--- src/rtl/vmd_pkg.sv ---
// Shared types and helpers for the multi-channel valid-move scanner.
// Direction bit positions inside each nibble, scan FSM states, tunnel wrap.
package vmd_pkg;

  localparam int DIR_RIGHT = 0;
  localparam int DIR_UP    = 1;
  localparam int DIR_DOWN  = 2;
  localparam int DIR_LEFT  = 3;

  typedef enum logic [2:0] {IDLE, RD_A, RD_S, RD_B, WR, DONE} state_t;

  function automatic int unsigned wrap_left(input int unsigned col, input int unsigned map_w);
    return (col == 0) ? map_w - 1 : col - 1;
  endfunction

  function automatic int unsigned wrap_right(input int unsigned col, input int unsigned map_w);
    return (col >= map_w - 1) ? 0 : col + 1;
  endfunction

endpackage

--- src/rtl/vmd_pos_to_tile.sv ---
// Display position to map tile conversion with map bounds check.
module vmd_pos_to_tile #(
  parameter int X_W        = 11,
  parameter int Y_W        = 10,
  parameter int TILE_SHIFT = 3,
  parameter int MAP_W      = 80,
  parameter int MAP_H      = 60,
  parameter int COL_W      = X_W - TILE_SHIFT,
  parameter int ROW_W      = Y_W - TILE_SHIFT
) (
  input  logic [X_W-1:0]   pos_x,
  input  logic [Y_W-1:0]   pos_y,
  output logic [COL_W-1:0] col,
  output logic [ROW_W-1:0] row,
  output logic             in_range
);

  assign col      = COL_W'(pos_x >> TILE_SHIFT);
  assign row      = ROW_W'(pos_y >> TILE_SHIFT);
  assign in_range = (32'(col) < MAP_W) && (32'(row) < MAP_H);

endmodule

--- src/rtl/multi_valid_move_scanner.sv ---
// Time-multiplexed legal-move scanner: one map read port shared by NUM_CH characters.
// Optional on_wall output is built when VMD_ON_WALL_EN is defined.
module multi_valid_move_scanner
  import vmd_pkg::*;
#(
  parameter int NUM_CH     = 5,
  parameter int MAP_W      = 80,
  parameter int MAP_H      = 60,
  parameter int X_W        = 11,
  parameter int Y_W        = 10,
  parameter int TILE_SHIFT = 3,
  parameter int ROW_AW     = 6
) (
  input  logic                  clk,
  input  logic                  rst,
  input  logic                  start,
  input  logic [X_W*NUM_CH-1:0] pos_x_flat,
  input  logic [Y_W*NUM_CH-1:0] pos_y_flat,
  output logic                  busy,
  output logic                  done,
  output logic                  mem_en,
  output logic [ROW_AW-1:0]     mem_addr,
  input  logic [MAP_W-1:0]      mem_rdata,
  output logic [4*NUM_CH-1:0]   moves_flat,
  output logic [NUM_CH-1:0]     moves_valid
`ifdef VMD_ON_WALL_EN
  ,
  output logic [NUM_CH-1:0]     on_wall
`endif
);

  localparam int CH_W  = (NUM_CH > 1) ? $clog2(NUM_CH) : 1;
  localparam int COL_W = X_W - TILE_SHIFT;
  localparam int ROW_W = Y_W - TILE_SHIFT;
  localparam int CI_W  = $clog2(MAP_W);

  state_t          state, state_nxt;
  logic [CH_W-1:0] ch;
  logic [X_W-1:0]  snap_x [NUM_CH];
  logic [Y_W-1:0]  snap_y [NUM_CH];

  logic [COL_W-1:0]  col;
  logic [ROW_W-1:0]  row;
  logic              in_range;
  logic [CI_W-1:0]   ci, ci_l, ci_r;
  logic [ROW_AW-1:0] ra;
  logic              at_top, at_bot, last_ch;
  logic              above_p1, same_l_p2, same_r_p2;
  logic [3:0]        nib;

  vmd_pos_to_tile #(
    .X_W(X_W), .Y_W(Y_W), .TILE_SHIFT(TILE_SHIFT), .MAP_W(MAP_W), .MAP_H(MAP_H)
  ) u_tile (
    .pos_x    (snap_x[ch]),
    .pos_y    (snap_y[ch]),
    .col      (col),
    .row      (row),
    .in_range (in_range)
  );

  // Out-of-range tiles collapse to index 0 so every address and bit select stays legal.
  assign ci      = in_range ? CI_W'(col) : '0;
  assign ra      = in_range ? ROW_AW'(row) : '0;
  assign ci_l    = CI_W'(wrap_left(32'(ci), MAP_W));
  assign ci_r    = CI_W'(wrap_right(32'(ci), MAP_W));
  assign at_top  = (ra == '0);
  assign at_bot  = (ra == ROW_AW'(MAP_H - 1));
  assign last_ch = (ch == CH_W'(NUM_CH - 1));

  // Snapshot positions at start; later input changes cannot disturb a pass.
  always_ff @(posedge clk) begin
    if (state == IDLE && start) begin
      for (int i = 0; i < NUM_CH; i++) begin
        snap_x[i] <= pos_x_flat[X_W*i +: X_W];
        snap_y[i] <= pos_y_flat[Y_W*i +: Y_W];
      end
    end
  end

  // Stage p1: above row arrives in RD_S
  always_ff @(posedge clk) begin
    if (state == RD_S) above_p1 <= mem_rdata[ci];
  end

  // Stage p2: same row arrives in RD_B
  always_ff @(posedge clk) begin
    if (state == RD_B) begin
      same_l_p2 <= mem_rdata[ci_l];
      same_r_p2 <= mem_rdata[ci_r];
    end
  end

`ifdef VMD_ON_WALL_EN
  logic same_c_p2;
  always_ff @(posedge clk) begin
    if (state == RD_B) same_c_p2 <= mem_rdata[ci];
  end
`endif

  // Stage p3: below row arrives in WR and the nibble is assembled
  always_comb begin
    nib = '0;
    if (in_range) begin
      nib[DIR_RIGHT] = same_r_p2;
      nib[DIR_UP]    = above_p1 & ~at_top;
      nib[DIR_DOWN]  = mem_rdata[ci] & ~at_bot;
      nib[DIR_LEFT]  = same_l_p2;
    end
  end

  always_ff @(posedge clk) begin
    if (rst) begin
      state       <= IDLE;
      ch          <= '0;
      moves_flat  <= '0;
      moves_valid <= '0;
`ifdef VMD_ON_WALL_EN
      on_wall     <= '0;
`endif
    end else begin
      state <= state_nxt;
      if (state == IDLE && start) begin
        ch          <= '0;
        moves_valid <= '0;
`ifdef VMD_ON_WALL_EN
        on_wall     <= '0;
`endif
      end
      if (state == WR) begin
        moves_flat[{ch, 2'b00} +: 4] <= nib;
        moves_valid[ch]              <= 1'b1;
`ifdef VMD_ON_WALL_EN
        on_wall[ch]                  <= in_range & ~same_c_p2;
`endif
        if (!last_ch) ch <= ch + 1'b1;
      end
    end
  end

  always_comb begin
    state_nxt = state;
    mem_en    = 1'b0;
    mem_addr  = '0;
    busy      = 1'b0;
    done      = 1'b0;
    case (state)
      IDLE: if (start) state_nxt = RD_A;
      RD_A: begin
        busy      = 1'b1;
        mem_en    = 1'b1;
        mem_addr  = at_top ? ra : ra - 1'b1;
        state_nxt = RD_S;
      end
      RD_S: begin
        busy      = 1'b1;
        mem_en    = 1'b1;
        mem_addr  = ra;
        state_nxt = RD_B;
      end
      RD_B: begin
        busy      = 1'b1;
        mem_en    = 1'b1;
        mem_addr  = (at_bot || !in_range) ? ra : ra + 1'b1;
        state_nxt = WR;
      end
      WR: begin
        busy      = 1'b1;
        state_nxt = last_ch ? DONE : RD_A;
      end
      DONE: begin
        done      = 1'b1;
        state_nxt = IDLE;
      end
      default: state_nxt = IDLE;
    endcase
  end

endmodule

--- config.mk ---
export PLATFORM = sky130hd
export DESIGN_NAME = multi_valid_move_scanner
export DESIGN_NICKNAME = d
export VERILOG_FILES = /design/src/rtl/vmd_pkg.sv /design/src/rtl/vmd_pos_to_tile.sv /design/src/rtl/multi_valid_move_scanner.sv
export SDC_FILE = /design/constraint.sdc
export NUM_CORES = 1
export LEC_CHECK = 0
export ABC_CLOCK_PERIOD_IN_PS = 5300
export CORE_MARGIN = 2
export CORE_UTILIZATION = 49
export CTS_CLUSTER_DIAMETER = 200
export DETAILED_ROUTE_END_ITERATION = 10
export GPL_TIMING_DRIVEN = 0
export PLACE_DENSITY = 0.82
export SLEW_MARGIN = 20
export SYNTH_ARGS = -nofsm -noshare
export SYNTH_HDL_FRONTEND = slang
export SYNTH_SLANG_ARGS = --single-unit
--- constraint.sdc ---
create_clock -name clk -period 5.3 [get_ports clk]
set_input_delay 0.53 -clock clk [delete_from_list [all_inputs] [get_ports clk]]
set_output_delay 0.53 -clock clk [all_outputs]
set_load 0.02 [all_outputs]
After elaboration in Yosys (flattened, before gate mapping)
Memory sizes are Yosys's and may differ from the RTL's. A register that Yosys moved wholly into a read port is not among the register bits.
Cells that the tools add are included.
Word-level totals
  register bits: 34
  bits in writable memories: 105
  input port bits: 188
  output and inout port bits: 34
  word-level logic and storage cells: 81
  memories kept: 2
Memories
  snap_x: words 5, width 11, read ports 1, clocked after memory_dff 1, write ports 5, RTL line multi_valid_move_scanner.sv:39  | logic [X_W-1:0] snap_x [NUM_CH];
  snap_y: words 5, width 10, read ports 1, clocked after memory_dff 1, write ports 5, RTL line multi_valid_move_scanner.sv:40  | logic [Y_W-1:0] snap_y [NUM_CH];
Cells by class
  add/subtract/negate cells: 6
  magnitude comparators: 8
  equality and inequality tests: 8
  shift operators: 2
  multiplexer cells: 33
  bitwise operators: 5
  reductions and logical operators: 10
Operators by type and width (number)
  $lt 7x8->1 const B: 3
  $bmux 1 s7: 3
  $mux 3: 7
  $mux 7: 3
  $bwmux 20: 1
  $shift 4x7->20 const A: 1
  $shiftx 4x7->20: 1
  $mux 6: 3
  $pmux 6 s3: 1
  $mux 5: 3
  $pmux 3 s5: 1
  $eq 3x3->1 const B: 3
  $mux 1: 9
  $lt 8x7->1 const B: 1
  $add 7x1->7 const B: 1
  $ge 7x7->1 const B: 1
  $logic_not 7->1: 1
  $lt 7x6->1 const B: 1
  $neg 5->7: 1
  $sub 7x1->7 const B: 1
  $add 6x1->6 const B: 1
  $eq 3x2->1 const B: 2
  $eq 6x6->1 const B: 1
  $logic_not 6->1: 1
  other kinds (17): 21

Logic depth before layout (Yosys ltp)
  depth in word-level cells: 9
  mapped depth: 23
  gate-level depth less buffers: 15

By module
Synthesis repeated with hierarchy kept, for this count alone.
Second synthesis, totals
  cell total of the unflattened synthesis: 902
  area, all modules: 8645.8 sq um
Modules (own cells, without submodules)
  multi_valid_move_scanner: instances 1, cells each 883, area each 8511.9 sq um, sequential area each 3863.7 sq um
  vmd_pos_to_tile: instances 1, cells each 19, area each 133.9 sq um, sequential area each 0.0 sq um

Least setup slack after synthesis
OpenSTA, ideal clock, no wires.
  path type: register to register
  from: register, netlist name ch[0]
  to: register same_r_p2 (data pin)
  setup time: 265 ps
  data arrival time: 4260 ps
  required time: 5035 ps
  setup slack: 775 ps
  cell stages (with the launch flop): 19
  path buffers: 5
  period minus slack after synthesis: 4525 ps
  cells stage by stage: dfxtp_1 buf_6 buf_8 mux2_4 a221oi_2 o31ai_4 nor3_4 clkbuf_1 ha_1 clkbuf_1 inv_1 o41ai_1 nand3_1 clkbuf_1 o221ai_1 a21oi_1 o21a_1 o311ai_1 a31oi_1
RTL lines
  end signal, assigned: RTL line multi_valid_move_scanner.sv:89  | same_r_p2 <= mem_rdata[ci_r];
  end, declared: RTL line multi_valid_move_scanner.sv:48  | logic above_p1, same_l_p2, same_r_p2;

==> metrics.txt <==
Chip Width=around 130 um; HP Start=moves_flat[0]; Buf/Inv on CP=6; worst hold path cell count=2; run status=finished, final reports clean; Post-DP Area=~10000 um2; initial antenna violation count=0; Highest Clock Rate=0.192 GHz; post-layout util=68.2%; PortBufs=around 190; Yosys cell types=90; Clock Tree Root=clkbuf_16; Longest Clk Path Bufs=2; diode count=0; critical path peak fanout=10; Final Instance Area=around 10000 um2; fin crit period=5.19 ns; synthesized area=7760 um2; Largest stage delay, worst path=0.56 ns; Worst Hold End=moves_flat[0]; Net Count, Synth=1060; initial DRC count=1063; Slew HR=39.2%; vias per inst=6.48; reg2reg end=same_l_p2; Critical Path End Type=flop; Clock Sink Count=109; fin. max-slew vios=0; first-pass GRT wire length=45.1 mm; Reg2Reg Launch Point=ch[1]; DR pass1 iterations=6; die area=~17000 um2; clock slew at reported path FFs=about 0.070 ns; io pins=222; Synth Register Bits=109; core area=15300 um2; EDFF count, synth=between 70 and 80; Worst VDD drop=0.243 mV; nets=1269; H-Tree Depth=3; CTS Buf Count=9; clock skew=~0.0075 ns; ys flop type=edfxtp_1; # DRC=0; crit path cell chain=clkbuf_4, nor2_4, a22oi_1, o211ai_2, o31ai_4, nor3_4, inv_2, clkbuf_4, clkbuf_4, ha_4, nand2_1, nor3_2, nand2b_1, buf_4, buf_6, mux4_2, mux2i_1, a211oi_2, o32a_1; Final Setup Violations=0; Congestion Overflow GR=0; Final Hold Viols=0; largest net degree at the start of global routing=56; CP delay by family, top=buffers and inverters; Power Density=225 nW/um2; most area-hungry cell type in the Yosys netlist=edfxtp_1; Post-Syn Area per Cell=9.01 um2; Starting Density=50.6%; Post-Synthesis Cells=861; leakage power=between 0.003 and 0.004 uW; WL/cell=23.3 um; CP most frequent cell=clkbuf_4; Clock Latency Late Sink=between 0.3 and 0.4 ns; share of the synthesized area in the top cell type=30.2%; critical path class=flop to flop; die height=130 um; synth warn=0; vias in the first global route=8043; P&R area growth vs syn=34.7%; gr usage total=35.6%; cells on worst reg2reg path=19; asr flop ratio synth=0%; CP max-delay cell=dfxtp_1; max-cap check violation count=0; final worst-path cycle share=98.0%; share of post-route cells with drive strength above 1=11.3%; WP data required=5.39 ns; Seq/Total Area, Yosys=roughly two fifths; startpoint types=flop; HP Class=flop to flop; ranking of synthesized cells by area=edfxtp_1 30%, dfxtp_1 8.0%, nand2_1 6.4%; number of core rows=between 40 and 50; Antenna Nets Post-Route=0; reg2reg setup slack=0.11 ns; WP data arrival=5.29 ns; final WL=approximately 30 mm; Final HPWL DP=22.7 mm; CTS tree=yes; vias after detailed routing=about 8.3k; worst-margin pin slew=between 0.9 and 1 ns; Final Wtd Congestion=1.06
## logic make-up after synthesis
group                      count (synthesis)  share of synthesized area (%)
and+or+nand+nor                          333                           19.7
AOI/OAI and AO/OA                        247                           23.4
DFF                                      109                           38.2
buffers and inverters                     82                           5.05
muxes                                     67                           10.4
xor gates and xnor gates                  12                           1.45
adders and majority gates                 11                           1.77
## flip-flops by register name (all words and copies together), names as in the netlist
register,flops
state,3
snap_y,35
moves_valid,5
same_r_p2,1
ch,3
above_p1,1
snap_x,40
same_l_p2,1
moves_flat,20
## placed cells by master (no fill, tap or decap), types with 16 or more instances in the layout
cell type and count:
buf_2 17, nor2_1 79, inv_1 16, o21ai_0 25, clkdlybuf4s50_1 191, dfxtp_1 30, nand2_1 133, a21oi_1 56
clkbuf_1 18, a211oi_1 19, nand3_1 26, edfxtp_1 78, nor3_1 28, mux2i_1 39
## cells in the mapped netlist (9+ instances only)
library cell  count
o21ai_0          26
nand3_1          26
mux2_2           11
edfxtp_1         78
nor3_1           28
nor2_1           79
a32oi_1          13
and3_1           12
xnor2_1           9
or3_1            10
o211ai_1         10
a21oi_1          56
inv_1            17
mux4_2            9
nand2_1         133
buf_2            20
a31oi_1          14
a211oi_1         20
a22oi_1          10
o31ai_1          11
clkbuf_1         26
ha_1             11
mux2i_1          41
dfxtp_1          31
## metal layers
layer	up-vias	GRT usage (%)	part of all wire, %
li1	3703	-	-
met1	3923	46.8	40
met2	592	55.3	45
met3	104	8.69	11
met4	0	16.9	4.3
met5	-	0	0
## per-stage QoR
step / std cells / hold slack (ns) / setup WS (ns) / total power [uW] / TNS [ns]
global route: 1285 / 0.528 / -0.0160 / 2430 / -0.0160
finish: 1285 / 0.502 / 0.105 / 2350 / 0
floorplan: 861 / 0.552 / 0.775 / 1340 / 0
detailed placement: 1264 / 0.484 / -1.05 / 1630 / -1.96
CTS: 1281 / 0.503 / -0.0274 / 2320 / -0.0274
global placement: 1263 / 0.466 / -1.05 / 1620 / -1.93
## worst reg2reg max path: stages (launching register included)
cell	delay, ns
dfxtp_1	0.56
clkbuf_4	0.33
nor2_4	0.08
a22oi_1	0.20
o211ai_2	0.16
o31ai_4	0.28
nor3_4	0.12
inv_2	0.16
clkbuf_4	0.28
clkbuf_4	0.31
ha_4	0.24
nand2_1	0.14
nor3_2	0.25
nand2b_1	0.14
buf_4	0.23
buf_6	0.20
mux4_2	0.51
mux2i_1	0.17
a211oi_2	0.16
o32a_1	0.41
## final cells by class
cell class	count	area, um2
Timing Repair Buffer	203	2020
Sequential cell	109	2960
Inverter	20	80.1
Multi-Input combinational cell	670	4490
Fill cell	1225	4870
Buffer	57	317
Clock buffer	9	225
Clock inverter	6	83.8
Tap cell	211	264
## worst max path at each step
stage,from,to,cells after the start
floorplan,ch[0],same_r_p2,18
global placement,ch[0],same_r_p2,19
detailed placement,ch[0],same_r_p2,19
CTS,ch[0],same_r_p2,20
global route,ch[0],same_l_p2,22
finish,ch[1],same_l_p2,19
## power breakdown
| group | switching, uW | total [uW] | leakage, uW | internal (uW) |
|---|---|---|---|---|
| logic | 387 | 673 | 0.00257 | 286 |
| registers | 15.5 | 988 | 0.000991 | 973 |
| clock network | 314 | 688 | 0.000144 | 374 |
| total | 716 | 2350 | 0.00371 | 1630 |
## repair_timing
action                                  CTS  global route
pin swaps                                 4             3
resized for setup                        12            19
endpoints found under the setup margin    3             7
buffers inserted                          6             5
hold buffers                              0             0
No activity file was read; power rests on OpenSTA's default activity.
